$ cat src/rtl/uart_rx_oversample.sv
// 8N1 UART receiver driven by an 8x-baud sample enable; each bit is decided by a
// 3-sample majority vote around mid-bit, with a one-deep output holding register.
module uart_rx_oversample #(
    parameter int SYNC_STAGES = 2
) (
    input  logic       clk,
    input  logic       reset_n,
    input  logic       rx_en,
    input  logic       rxd,
    output logic [7:0] rx_data,
    output logic       rx_valid,
    input  logic       rx_ack,
    output logic       frame_err,
    output logic       overrun,
    output logic       busy
);

    typedef enum logic [2:0] {
        S_IDLE  = 3'd0,
        S_START = 3'd1,
        S_DATA  = 3'd2,
        S_STOP  = 3'd3,
        S_BRK   = 3'd4
    } state_t;

    state_t                 state;
    logic [SYNC_STAGES-1:0] sync_q;
    logic                   rxs;
    logic [2:0]             tc;
    logic [2:0]             bi;
    logic [7:0]             shift_q;
    logic                   smp2;
    logic                   smp3;
    logic                   vote;
    logic                   decide;
    logic                   byte_done;

    function automatic logic maj3(input logic a, input logic b, input logic c);
        return (a & b) | (a & c) | (b & c);
    endfunction

    // Line synchronizer; idles high so reset never looks like a start bit
    always_ff @(posedge clk or negedge reset_n) begin
        if (!reset_n) begin
            sync_q <= '1;
        end else begin
            sync_q <= {sync_q[SYNC_STAGES-2:0], rxd};
        end
    end

    assign rxs       = sync_q[SYNC_STAGES-1];
    assign vote      = maj3(smp2, smp3, rxs);
    assign decide    = rx_en && (tc == 3'd4);
    assign byte_done = decide && (state == S_STOP) && vote;
    assign busy      = (state != S_IDLE);

    always_ff @(posedge clk or negedge reset_n) begin
        if (!reset_n) begin
            state     <= S_IDLE;
            tc        <= 3'd0;
            bi        <= 3'd0;
            shift_q   <= 8'h00;
            smp2      <= 1'b1;
            smp3      <= 1'b1;
            frame_err <= 1'b0;
        end else begin
            frame_err <= 1'b0;
            if (rx_en) begin
                if (state == S_START || state == S_DATA || state == S_STOP) begin
                    tc <= tc + 3'd1;
                    if (tc == 3'd2) smp2 <= rxs;
                    if (tc == 3'd3) smp3 <= rxs;
                end
                case (state)
                    S_IDLE: begin
                        if (!rxs) begin
                            state <= S_START;
                            tc    <= 3'd0;
                        end
                    end
                    S_START: begin
                        if (decide && vote) begin
                            state <= S_IDLE;
                        end else if (tc == 3'd7) begin
                            state <= S_DATA;
                            bi    <= 3'd0;
                        end
                    end
                    S_DATA: begin
                        if (decide) shift_q <= {vote, shift_q[7:1]};
                        if (tc == 3'd7) begin
                            if (bi == 3'd7) state <= S_STOP;
                            else            bi    <= bi + 3'd1;
                        end
                    end
                    S_STOP: begin
                        // Leave mid-stop-bit so the next start edge is caught promptly
                        if (decide) begin
                            if (vote) begin
                                state <= S_IDLE;
                            end else begin
                                state     <= S_BRK;
                                frame_err <= 1'b1;
                            end
                        end
                    end
                    S_BRK: begin
                        if (rxs) state <= S_IDLE;
                    end
                    default: state <= S_IDLE;
                endcase
            end
        end
    end

    // Holding register: an ack in the completing cycle frees the slot for the new byte
    always_ff @(posedge clk or negedge reset_n) begin
        if (!reset_n) begin
            rx_data  <= 8'h00;
            rx_valid <= 1'b0;
            overrun  <= 1'b0;
        end else begin
            if (byte_done && (!rx_valid || rx_ack)) begin
                rx_data  <= shift_q;
                rx_valid <= 1'b1;
            end else if (rx_valid && rx_ack) begin
                rx_valid <= 1'b0;
            end
            if (byte_done && rx_valid && !rx_ack) begin
                overrun <= 1'b1;
            end else if (rx_valid && rx_ack) begin
                overrun <= 1'b0;
            end
        end
    end

endmodule

$ cat config.mk
export PLATFORM = sky130hd
export DESIGN_NAME = uart_rx_oversample
export DESIGN_NICKNAME = d
export VERILOG_FILES = /design/src/rtl/uart_rx_oversample.sv
export SDC_FILE = /design/constraint.sdc
export NUM_CORES = 1
export LEC_CHECK = 0
export CAP_MARGIN = 20
export CORE_MARGIN = 4
export CORE_UTILIZATION = 50
export DETAILED_ROUTE_END_ITERATION = 10
export GPL_TIMING_DRIVEN = 0
export PLACE_DENSITY = 0.76
export SETUP_SLACK_MARGIN = 0.15
export SLEW_MARGIN = 25
export SYNTH_ARGS = -nofsm -noshare
export SYNTH_HDL_FRONTEND = slang
export SYNTH_SLANG_ARGS = --single-unit
$ cat constraint.sdc
create_clock -name clk -period 1.7 [get_ports clk]
set_input_delay 0.255 -clock clk [delete_from_list [all_inputs] [get_ports clk]]
set_output_delay 0.255 -clock clk [all_outputs]
set_load 0.01 [all_outputs]
==> out/results.tsv <==
metric	value	unit
finalCriticalPeriod	1.61	ns
async_flop_share	100	%
antenna_found_initial	0	
detail_route.wirelength	2800	um
ioPinCount	17	
status	completed	
hp-start	rxd	
cts_tree	built	
p_leak	1.02	nW
period_share	94.6	%
powerDensity	1290	nW/um^2
seqCellArea	806	sq um
grt_start_max_net_pins	33	
antenna_cells	0	
initialDrtViolationCount	24	
rows	19	
cp_slowest_cell	dfrtp_1	
die_h	62.9	um
grt_pass1_vias	1048	
cts_root_buffer	clkbuf_4	
cp.required	1.44	ns
synth-compound-area-share	7.63	%
r2r_end	rx_data[5]	
htree_levels	2	
fmax	622	MHz
synth_top_family_by_area	multiplexers	
setup_viol	0	
place.gp.congestion	0.827	
synth_edf_count	0	
hpwl	1920	um
start_util	53.3	%
syn_area	1510	sq um
crit_path_cell_trace	buf_6 -> or3_4 -> buf_6	
grt_pass1_wl	4790	um
viasPerCell	5.46	
crit_path_max_incr_delay	0.41	ns
finalNetCount	164	
wl_per_cell	15.2	um
ant_nets	0	
rrSetupSlack	0.12	ns
setup_slack	0.0913	ns
ys_seq_area_share	53.4	%
layout_commonest_cell	dfrtp_1	
syn_nets	127	
ir_drop	0.848	mV
syn-instance-count	115	
clk_pin_slew	0.10	ns
max_cap_violations	0	
ys_warn_count	0	
slew_viol_final	0	
hold_violations	0	
path_class	register to primary output	
hold_depth	1	
pre_cts_slack	-0.108	ns
fill_cells	216	
layoutNonFillerInstCount	184	
hp-class	primary input to register	
drive_gt1_share	45.1	%
grt_use_total	15.5	%
yosys.area_share.simple	11.5	%
cp_top_family	flip-flops	
core	2830	sq um
dp_cells	162	
synth.distinct_cells	36	
tightest_slew	0.686	ns
gr-total-overflow	0	
cts_buffers	5	
clock_sinks	32	
synthMuxAreaShare	16.8	%
end_kind	primary output	
drc_errors	0	
vias	1005	
r2r_cells	6	
clockBufferDepth	2	
path_max_fanout	2	
total_power	0.00255	W
syn_area_per_cell	13.1	sq um
fin_skew	0.00521	ns
cpMostUsedCell	buf_6	
synth.top_cell.area_share	46.4	%
synthAdderAreaFrac	6.72	%
synth_area_leader_cell	dfrtp_1	
ys.flop_type	dfrtp_1	
crit_arrival	1.35	ns
rsz0062_at_grt	yes	
final_cell_mix	dfrtp_1 (28), buf_4 (14), mux2_4 (11), clkdlybuf4s50_1 (11), mux2_2 (8)	
hold_end	sync_q[0]	
die_area	3960	sq um
area_growth	31.2	%
reg2reg_from	tc[1]	
die_w	62.9	um
crit_buf_inv	2	
synth.area.top_cells	dfrtp_1 (46%), mux2_2 (8.2%), mux2_4 (8.0%)	
first_pass_iters	4	
synth_xor_area_share	1.16	%
multi_input_area	741	sq um
clkLatencyLatePin	0.32	ns
io_buffers	16	
cp-start-kind	register	
timing.slew.headroom	54.3	%
yosys_register_bits	32	
## area by class of cell
| class | instances | share of cell area [%] |
|---|---|---|
| flip-flops and latches | 32 | 40.7 |
| multi-input cells | 74 | 37.4 |
| repair buffers | 30 | 13.7 |
| clock buffers | 7 | 2.78 |
| plain buffers | 4 | 2.09 |
| well taps | 31 | 1.96 |
| inverters | 5 | 0.948 |
| clock inverters | 1 | 0.379 |
## Yosys cell counts, types with 2 or more instances
| library cell | count |
|---|---|
| ha_1 | 7 |
| a21o_1 | 2 |
| dfrtp_1 | 28 |
| and3_1 | 2 |
| nor2_1 | 6 |
| dfstp_2 | 4 |
| nand2_1 | 5 |
| nor3_1 | 2 |
| nand2b_1 | 2 |
| inv_1 | 5 |
| xnor2_1 | 2 |
| a22o_1 | 2 |
| a21oi_1 | 5 |
| buf_2 | 3 |
| mux2_4 | 8 |
| mux2_2 | 11 |
| a31oi_1 | 2 |
## flip-flops by register name (all words and copies together), names as in the netlist
| signal | count |
|---|---|
| shift_q | 8 |
| rx_valid | 1 |
| frame_err | 1 |
| tc | 3 |
| bi | 3 |
| rx_data | 8 |
| sync_q | 2 |
| smp3 | 1 |
| state | 3 |
| overrun | 1 |
| smp2 | 1 |
## report_power, final
part	switching (W)	leakage, nW	internal (W)
clock	0.000243	0.0315	0.000202
sequential	0.000111	0.421	0.000911
combinational	0.000500	0.563	0.000584
total	0.000853	1.02	0.00170
## how the worst max path moves through the flow
stage / startpoint / endpoint / slack, ns / cells after the start
3_5_place_dp: rx_en / rx_data[5] / -0.11 / 5
3_3_place_gp: reset_n / bi[0] / -0.14 / 1
4_1_cts: state[0] / busy / 0.08 / 3
2_1_floorplan: tc[0] / rx_data[0] / 0.18 / 6
5_1_grt: state[0] / busy / 0.04 / 3
6_report: state[1] / busy / 0.09 / 3
## metal layers
layer	up-vias	track usage, %	part of all wire [%]	routed length [um]
met5	-	0	0	0
met1	500	17.9	43	1190
met2	21	26.7	52	1460
li1	478	-	-	-
met3	6	3.96	3.5	98
met4	0	6.89	1.9	54
## stage by stage
step           setup TNS [ns]  hold slack, ns  instance area, sq um  util [%]
6_report                    0           0.338                  1980      70.0
3_3_place_gp            -5.26           0.346                  1710      60.4
2_1_floorplan               0         -0.0406                  1510         -
3_5_place_dp            -1.55           0.336                  1700      60.2
5_1_grt                     0           0.336                  1980      70.0
4_1_cts                     0           0.329                  1920      67.7
## repair_timing
| action | CTS | global route |
|---|---|---|
| pin swaps | 7 | 6 |
| setup buffers | 10 | 3 |
| hold buffers | 1 | 0 |
| endpoints found under the setup margin | 22 | 26 |
| gates resized for setup | 21 | 13 |
| hold endpoints to repair | 28 | 0 |
## kinds of logic after synthesis
family | count (synthesis)
buf+inv | 9
fa+ha+maj | 8
xor+xnor | 2
mux | 20
compound gates | 17
simple gates | 27
flops | 32
Power figures use the tool's default switching activity.
